**src/rtl/uart_rx_pkg.sv**
```systemverilog
// Shared definitions for the UART receiver.
//   DATA_WIDTH_DEF : default number of data bits per frame
//   PAR_ODD/EVEN   : encodings of the PAR_TYP input
//   state_t        : receiver FSM states
package uart_rx_pkg;

   localparam int   DATA_WIDTH_DEF = 8;
   localparam logic PAR_ODD        = 1'b0;
   localparam logic PAR_EVEN       = 1'b1;

   typedef enum logic [2:0] {
      IDLE,
      DATA,
      PARITY,
      STOP,
      BREAK
   } state_t;

endpackage

```
**src/rtl/uart_rx_par_chk.sv**
```systemverilog
// Combinational parity checker.
//   data     : received data word
//   par_typ  : PAR_ODD (expected bit = XNOR-reduce) or PAR_EVEN (XOR-reduce)
//   rx_bit   : parity bit taken from the line
//   mismatch : 1 when rx_bit differs from the expected parity bit
module uart_rx_par_chk
   import uart_rx_pkg::*;
#(
   parameter int DATA_WIDTH = DATA_WIDTH_DEF
) (
   input  logic [DATA_WIDTH-1:0] data,
   input  logic                  par_typ,
   input  logic                  rx_bit,
   output logic                  mismatch
);

   logic expected;

   always_comb begin
      expected = (par_typ == PAR_EVEN) ? (^data) : (~^data);
      mismatch = rx_bit ^ expected;
   end

endmodule

```
**src/rtl/uart_rx.sv**
```systemverilog
// UART receiver, one line bit per clk, LSB first, optional parity.
//   clk, reset             : clock and synchronous active-high reset
//   RX_IN                  : serial line (idles high)
//   PAR_EN, PAR_TYP        : parity enable / type, latched at the start bit
//   P_DATA                 : received word, held until the next frame completes
//   DATA_VALID             : one-cycle pulse in the cycle after the stop sample
//   PAR_ERR, STOP_ERR      : frame error flags, only nonzero with DATA_VALID
//   Busy                   : high whenever the FSM is not in IDLE
//   ERR_CNT                : saturating count of errored frames; present only
//                            when UART_RX_ERR_CNT_EN is defined
module uart_rx
   import uart_rx_pkg::*;
#(
   parameter int DATA_WIDTH = DATA_WIDTH_DEF
) (
   input  logic                  clk,
   input  logic                  reset,
   input  logic                  RX_IN,
   input  logic                  PAR_EN,
   input  logic                  PAR_TYP,
   output logic [DATA_WIDTH-1:0] P_DATA,
   output logic                  DATA_VALID,
   output logic                  PAR_ERR,
   output logic                  STOP_ERR,
   output logic                  Busy
`ifdef UART_RX_ERR_CNT_EN
   ,
   output logic [7:0]            ERR_CNT
`endif
);

   localparam int CNT_W = (DATA_WIDTH > 1) ? $clog2(DATA_WIDTH) : 1;
   localparam logic [CNT_W-1:0] LAST_BIT = CNT_W'(DATA_WIDTH - 1);

   state_t                  state_reg, state_next;
   logic [CNT_W-1:0]        bit_cnt_reg;
   logic [DATA_WIDTH-1:0]   shift_reg;
   logic                    par_en_reg;
   logic                    par_typ_reg;
   logic                    par_bit_reg;
   logic [DATA_WIDTH-1:0]   p_data_reg;
   logic                    data_valid_reg;
   logic                    par_err_reg;
   logic                    stop_err_reg;

   logic                    par_mismatch;
   logic                    par_err_next;
   logic                    stop_err_next;

   uart_rx_par_chk #(
      .DATA_WIDTH (DATA_WIDTH)
   ) u_par_chk (
      .data     (shift_reg),
      .par_typ  (par_typ_reg),
      .rx_bit   (par_bit_reg),
      .mismatch (par_mismatch)
   );

   // Error flags as they will be registered at the stop sample
   always_comb begin
      par_err_next  = par_en_reg & par_mismatch;
      stop_err_next = ~RX_IN;
   end

   always_ff @(posedge clk) begin
      if (reset) state_reg <= IDLE;
      else       state_reg <= state_next;
   end

   always_comb begin
      state_next = state_reg;
      case (state_reg)
         IDLE:   if (!RX_IN) state_next = DATA;
         DATA:   if (bit_cnt_reg == LAST_BIT) state_next = par_en_reg ? PARITY : STOP;
         PARITY: state_next = STOP;
         STOP:   state_next = RX_IN ? IDLE : BREAK;
         // A held-low line stays here so it is never mistaken for a start bit
         BREAK:  if (RX_IN) state_next = IDLE;
         default: state_next = IDLE;
      endcase
   end

   always_ff @(posedge clk) begin
      if (reset) begin
         bit_cnt_reg    <= '0;
         shift_reg      <= '0;
         par_en_reg     <= 1'b0;
         par_typ_reg    <= 1'b0;
         par_bit_reg    <= 1'b0;
         p_data_reg     <= '0;
         data_valid_reg <= 1'b0;
         par_err_reg    <= 1'b0;
         stop_err_reg   <= 1'b0;
      end else begin
         data_valid_reg <= 1'b0;
         par_err_reg    <= 1'b0;
         stop_err_reg   <= 1'b0;
         case (state_reg)
            IDLE: begin
               if (!RX_IN) begin
                  bit_cnt_reg <= '0;
                  par_en_reg  <= PAR_EN;
                  par_typ_reg <= PAR_TYP;
                  par_bit_reg <= 1'b0;
               end
            end
            DATA: begin
               shift_reg[bit_cnt_reg] <= RX_IN;
               bit_cnt_reg            <= bit_cnt_reg + CNT_W'(1);
            end
            PARITY: par_bit_reg <= RX_IN;
            STOP: begin
               // Publish the frame whether or not it carries errors
               data_valid_reg <= 1'b1;
               p_data_reg     <= shift_reg;
               par_err_reg    <= par_err_next;
               stop_err_reg   <= stop_err_next;
            end
            default: ;
         endcase
      end
   end

   assign P_DATA     = p_data_reg;
   assign DATA_VALID = data_valid_reg;
   assign PAR_ERR    = par_err_reg;
   assign STOP_ERR   = stop_err_reg;
   assign Busy       = (state_reg != IDLE);

`ifdef UART_RX_ERR_CNT_EN
   logic [7:0] err_cnt_reg;

   // Updated at the stop sample so the new count appears alongside DATA_VALID
   always_ff @(posedge clk) begin
      if (reset) begin
         err_cnt_reg <= 8'd0;
      end else if ((state_reg == STOP) && (par_err_next || stop_err_next) &&
                   (err_cnt_reg != 8'hFF)) begin
         err_cnt_reg <= err_cnt_reg + 8'd1;
      end
   end

   assign ERR_CNT = err_cnt_reg;
`endif

endmodule

```
**config.mk**
```make
export PLATFORM = sky130hd
export DESIGN_NAME = uart_rx
export DESIGN_NICKNAME = d
export VERILOG_FILES = /design/src/rtl/uart_rx_pkg.sv /design/src/rtl/uart_rx_par_chk.sv /design/src/rtl/uart_rx.sv
export SDC_FILE = /design/constraint.sdc
export NUM_CORES = 1
export LEC_CHECK = 0
export CELL_PAD_IN_SITES_DETAIL_PLACEMENT = 2
export CELL_PAD_IN_SITES_GLOBAL_PLACEMENT = 2
export CORE_ASPECT_RATIO = 1.75
export CORE_UTILIZATION = 36
export CTS_CLUSTER_DIAMETER = 80
export DETAILED_ROUTE_END_ITERATION = 16
export PLACE_DENSITY_LB_ADDON = 0.1
export SYNTH_ARGS = -nofsm -noshare
export SYNTH_HDL_FRONTEND = slang
export SYNTH_SLANG_ARGS = --single-unit
```
**constraint.sdc**
```tcl
create_clock -name clk -period 2.54 [get_ports clk]
set_input_delay 0.508 -clock clk [delete_from_list [all_inputs] [get_ports clk]]
set_output_delay 0.508 -clock clk [all_outputs]
set_load 0.01 [all_outputs]
```
== Word-level counts from Yosys, hierarchy flattened ==
Cells that the tools add are included.

* Bits in registers: 28
* Bits of input ports: 5
* Output and inout bits: 12
* Word-level logic and storage cells: 52

* Add/sub/neg operators: 1
* Order comparisons: 2
* Equal/unequal tests: 8
* Multiplexer cells: 15
* Bitwise logic cells: 4
* Reductions and logical operators: 12

{| class="wikitable"
|+ Operator list
! operator !! count
|-
| two-way mux 3 bit || 5
|-
| one-hot mux 3 bit (5 select lines) || 1
|-
| bitwise mux 8 bit || 1
|-
| XNOR reduction 8 bit || 1
|-
| XOR reduction 8 bit || 1
|-
| equality test 3 x 2 -> 1 bit, second input constant || 2
|-
| equality test 3 bit, second input constant || 2
|-
| inequality test 2 bit, second input constant || 3
|-
| one-hot mux 3 bit (2 select lines) || 1
|-
| AND reduction 2 bit || 3
|-
| two-way mux 1 bit || 5
|-
| less-than comparator 3 x 4 -> 1 bit, second input constant || 1
|-
| nonzero test 2 bit || 2
|-
| adder 3 x 1 -> 3 bit, second input constant || 1
|-
| demux 1 bit (select 3 bit) || 1
|-
| equality test 3 x 1 -> 1 bit, second input constant || 1
|-
| >= comparator 3 x 1 -> 1 bit, second input constant || 1
|-
| zero test 3 bit || 1
|-
| AND reduction 3 bit || 1
|-
| nonzero test 3 bit || 1
|-
| NOT 1 bit || 2
|-
| one-hot mux 1 bit (2 select lines) || 1
|-
| OR reduction 2 bit || 1
|-
| AND 1 bit || 1
|-
| 2 further kinds || 2
|}

== Logic depth before layout (Yosys ltp) ==
* Word-level depth: 5
* Gate-level depth with buffers: 5
* Mapped depth without buffers: 5

== Modules after synthesis ==
From an unflattened synthesis, not the netlist that was laid out.

* Cells, all modules: 126
* Area, all modules: 1249.9 um2

{| class="wikitable"
|+ Modules (own cells, without submodules)
! module !! instances !! cells an instance !! area an instance (um2) !! seq. area each (um2)
|-
| uart_rx || 1 || 118 || 1166.1 || 560.5
|-
| uart_rx_par_chk || 1 || 8 || 83.8 || 0.0
|}

== Worst setup path after synthesis ==
OpenSTA, ideal clock, no wires.

* Path kind: register to register
* From: register bit_cnt_reg[0]
* To: register state_reg[0]
* Library setup time: 0.115 ns
* Arrival time: 1.231 ns
* Data required time: 2.425 ns
* Path slack: 1.195 ns
* Cell stages (with the launch flop): 6
* Path buffers: 0
* Period minus slack after synthesis: 1.345 ns
* Cell sequence: dfxtp_1 ha_1 ha_1 a21oi_1 nor2b_1 a2111oi_0

* Word-level cells in the longest chain between the ends: 3

{| class="wikitable"
|+ Ends and longest elaborated chain
! what !! RTL line !! source
|-
| from (decl) || uart_rx.sv:36 || <nowiki>logic [CNT_W-1:0] bit_cnt_reg;</nowiki>
|-
| from (signal assigned) || uart_rx.sv:109 || <nowiki>bit_cnt_reg <= bit_cnt_reg + CNT_W'(1);</nowiki>
|-
| equality test 3 bit || uart_rx.sv:74 || <nowiki>DATA: if (bit_cnt_reg == LAST_BIT) state_next = par_en_reg ? PARITY : STOP;</nowiki>
|-
| inequality test 2 bit (no source line) || n/a ||
|-
| AND reduction 3 bit (no source line) || n/a ||
|-
| to (signal assigned) || uart_rx.sv:67 || <nowiki>else state_reg <= state_next;</nowiki>
|-
| to (decl) || uart_rx.sv:35 || <nowiki>state_t state_reg, state_next;</nowiki>
|}

Every way passes these cells.
A chain may end at the register's enable or synchronous reset.

== Final worst setup path ==
* From: register state_reg[2]
* To: output Busy

* Word-level cells in the longest chain between the ends: 1

{| class="wikitable"
|+ Ends and longest elaborated chain
! what !! RTL line !! source
|-
| nonzero test 3 bit || uart_rx.sv:128 || <nowiki>assign Busy = (state_reg != IDLE);</nowiki>
|-
| to (decl) || uart_rx.sv:25 || <nowiki>output logic Busy</nowiki>
|}

Every way passes these cells.

==> impl_metrics.json <==
{
  "run_status": "complete, no violations",
  "synthesis.area_um2": 1230,
  "initial_utilization": 0.383,
  "power.net_switching_mw": 0.180,
  "tritoncts_clock_tree": "done",
  "power.internal_mw": 0.616,
  "cts.sinks": 28,
  "floorplan.die.height_um": 79.3,
  "global_route.usage.met1": 0.193,
  "worst-endpoint-arrival_ns": 1.64,
  "maxClockFrequency_ghz": 0.467,
  "synth_seq_cells": 28,
  "post_cts.resized_instances": 0,
  "first_global_vias": 966,
  "cts_bufs_inserted": 3,
  "timing.final.crit_share": 0.844,
  "yosysWarnings": 0,
  "hold_viol": 0,
  "iteration_0_drc_count_of_the_detailed_router": 4,
  "globalRouteMet2Util": 0.337,
  "cts_max_path_buffers": 2,
  "setup-violations-final": 0,
  "seqCellArea_um2": 561,
  "power.total_mw": 0.797,
  "worst_setup_path_end_kind": "output port",
  "drc_violations": 0,
  "post_synthesis_async_set_or_reset_flop_share": 0,
  "core.rowCount": 27,
  "post_synth.cell_area_avg_um2": 9.84,
  "fillCellCount": 361,
  "max_cap_violations": 0,
  "irDropWorstVdd_v": 0.000331,
  "power_frac_seq": 0.573,
  "power.clock.fraction": 0.345,
  "multi_input_comb_area_um2": 623,
  "clk-insertion-delay-late_ns": 0.27,
  "detail_route.wl_per_cell_um": 16.0,
  "htree_levels": 1,
  "clockRootBuffer": "sky130_fd_sc_hd__clkbuf_8",
  "die_area_um2": 3660,
  "start_kind": "register",
  "final_period_minus_worst_setup_slack_ns": 2.14,
  "vias_per_cell": 5.10,
  "io_pins": 17,
  "fin_cells": 183,
  "drtAntennaViolNets": 0,
  "route.vias.total": 933,
  "finalClockSkew_ns": 0.00208,
  "synth-main-ff-cell": "sky130_fd_sc_hd__dfxtp_1",
  "critical_path_class": "reg -> out",
  "power.combinational.fraction": 0.082,
  "hold_path.class": "reg -> reg",
  "post_synth_inst_count": 125,
  "globalRouteTotalUtil": 0.177,
  "worst_pin_slew_ns": 0.576,
  "cp_data_required_time_ns": 2.03,
  "grt_busiest_layer": "met2",
  "synth-edff-count": 0,
  "clk_transition_reported_paths_ns": 0.09,
  "critPathMaxFanout": 10,
  "fin_tns_setup_ns": 0,
  "net_sw_frac": 0.226,
  "globalRoute.totalOverflow": 0,
  "worst_hold_slack_ns": 0.506,
  "grtUsageMet3": 0.0205,
  "powerDensity_nw_per_um2": 540,
  "grt_start_max_net_pins": 16,
  "postCtsSetupRepairBufs": 0,
  "mappedNetlistNets": 132,
  "dpl.cell_count": 179,
  "num-nets-final": 148,
  "rsz0062_at_grt": "no",
  "number_of_different_library_cells_in_the_post_synthesis_netlist": 27,
  "post_route_cells_drive_above_1_share": 0.0714,
  "detailed_place_hpwl_um": 2080,
  "post_cts_hold_fix_bufs": 0,
  "max_slew_margin": 0.615,
  "antenna-diode-count": 0,
  "synth.yosys.seq_area_share": 0.456,
  "finalMaxSlewViolations": 0,
  "gp_routability_congestion": 0.768,
  "placement.io_buffers": 16,
  "drt-total-wl_um": 2940,
  "grt_first_pass_wirelength_um": 4700,
  "firstDrtPassIters": 2,
  "area.growth.synth_to_final_pct": 19.9,
  "design.core.area_um2": 3210,
  "antenna_found_initial": 0,
  "die_width_um": 46.2,
  "power.leakage_nw": 0.633
}
-- metrics by stage --
stage	util	setup WS (ns)	area, µm²
2_1_floorplan	-	1.19	1230
3_3_place_gp	0.442	0.698	1420
3_5_place_dp	0.442	0.590	1420
4_1_cts	0.460	0.376	1480
5_1_grt	0.460	0.332	1480
6_report	0.460	0.397	1480
-- cells by family after synthesis --
logic type	count (synthesis)	synth area share
compound gates	10	0.0478
simple gates	53	0.240
fa+ha+maj	2	0.0203
mux	16	0.130
xor+xnor	8	0.0682
flops	28	0.456
buf+inv	8	0.0376
-- worst max-delay path, cell delays in order, from the launching register on --
cell and delay (ns):
sky130_fd_sc_hd__dfxtp_1 0.47, sky130_fd_sc_hd__or3_1 0.42, sky130_fd_sc_hd__clkdlybuf4s50_1 0.48
-- final timing paths --
| check | to | slack [ns] | cells after the start | from |
|---|---|---|---|---|
| setup / recovery | Busy | 0.40 | 2 | state_reg[2]$_SDFFE_PP0P_ |
| hold / removal | P_DATA[3]$_SDFFE_PP0N_ | 0.51 | 2 | P_DATA[3]$_SDFFE_PP0N_ |
| setup reg to reg | shift_reg[5]$_SDFFE_PP0P_ | 0.97 | 4 | state_reg[0]$_SDFFE_PP0P_ |
| hold reg to reg | P_DATA[3]$_SDFFE_PP0N_ | 0.51 | 2 | P_DATA[3]$_SDFFE_PP0N_ |
-- cells in the mapped netlist, types with 2 or more instances --
master | number | share of area
sky130_fd_sc_hd__nor2b_1 | 3 | 0.015
sky130_fd_sc_hd__nor3b_1 | 2 | 0.012
sky130_fd_sc_hd__buf_4 | 2 | 0.012
sky130_fd_sc_hd__nor3_1 | 3 | 0.012
sky130_fd_sc_hd__nor2_1 | 24 | 0.073
sky130_fd_sc_hd__xnor2_1 | 6 | 0.043
sky130_fd_sc_hd__a211oi_1 | 2 | 0.012
sky130_fd_sc_hd__ha_1 | 2 | 0.020
sky130_fd_sc_hd__nand2_1 | 6 | 0.018
sky130_fd_sc_hd__nand3b_1 | 2 | 0.012
sky130_fd_sc_hd__a21oi_1 | 7 | 0.028
sky130_fd_sc_hd__mux2i_1 | 16 | 0.13
sky130_fd_sc_hd__nand3_1 | 6 | 0.024
sky130_fd_sc_hd__clkbuf_1 | 4 | 0.012
sky130_fd_sc_hd__dfxtp_1 | 28 | 0.46
-- placed cells by master (no fill, tap or decap), drive strengths merged --
| cell | synthesis | layout |
|---|---|---|
| nor3 | 3 | 3 |
| nor3b | 3 | 3 |
| a2111oi | 1 | 1 |
| clkdlybuf4s50 | 0 | 16 |
| nand3 | 6 | 6 |
| xnor2 | 6 | 6 |
| mux2i | 16 | 16 |
| nor2 | 24 | 24 |
| nand3b | 2 | 2 |
| dfxtp | 28 | 28 |
| nand2 | 6 | 6 |
| nor2b | 3 | 3 |
| nor4 | 1 | 1 |
| xnor3 | 1 | 1 |
| xor2 | 1 | 1 |
| and3 | 1 | 1 |
| ha | 2 | 2 |
| nand2b | 1 | 1 |
| a21oi | 7 | 7 |
| a211oi | 2 | 2 |
| nor4b | 1 | 1 |
| clkbuf | 4 | 4 |
| buf | 4 | 3 |
| nand4 | 1 | 1 |
| or3 | 1 | 1 |
-- routing by layer --
layer  wire (µm)  vias to the layer above
li1            -                      454
met1        1140                      468
met2        1710                        9
met3          57                        2
met4          25                        0
met5           0                        -
-- final cells by class --
type | instances | area share
clock buffers | 4 | 0.0373
repair buffers | 19 | 0.124
flip-flops and latches | 28 | 0.380
multi-input cells | 89 | 0.422
well taps | 43 | 0.0365
-- power by group through the flow --
stage | clock network [mW] | registers, mW | logic (mW)
global route | 0.301 | 0.458 | 0.0714
floorplan | 0 | 0.461 | 0.0479
detailed placement | 0 | 0.466 | 0.0659
finish | 0.274 | 0.457 | 0.0656
global placement | 0 | 0.466 | 0.0630
CTS | 0.285 | 0.457 | 0.0671
Note: power is estimated with default switching activity, not from simulation.
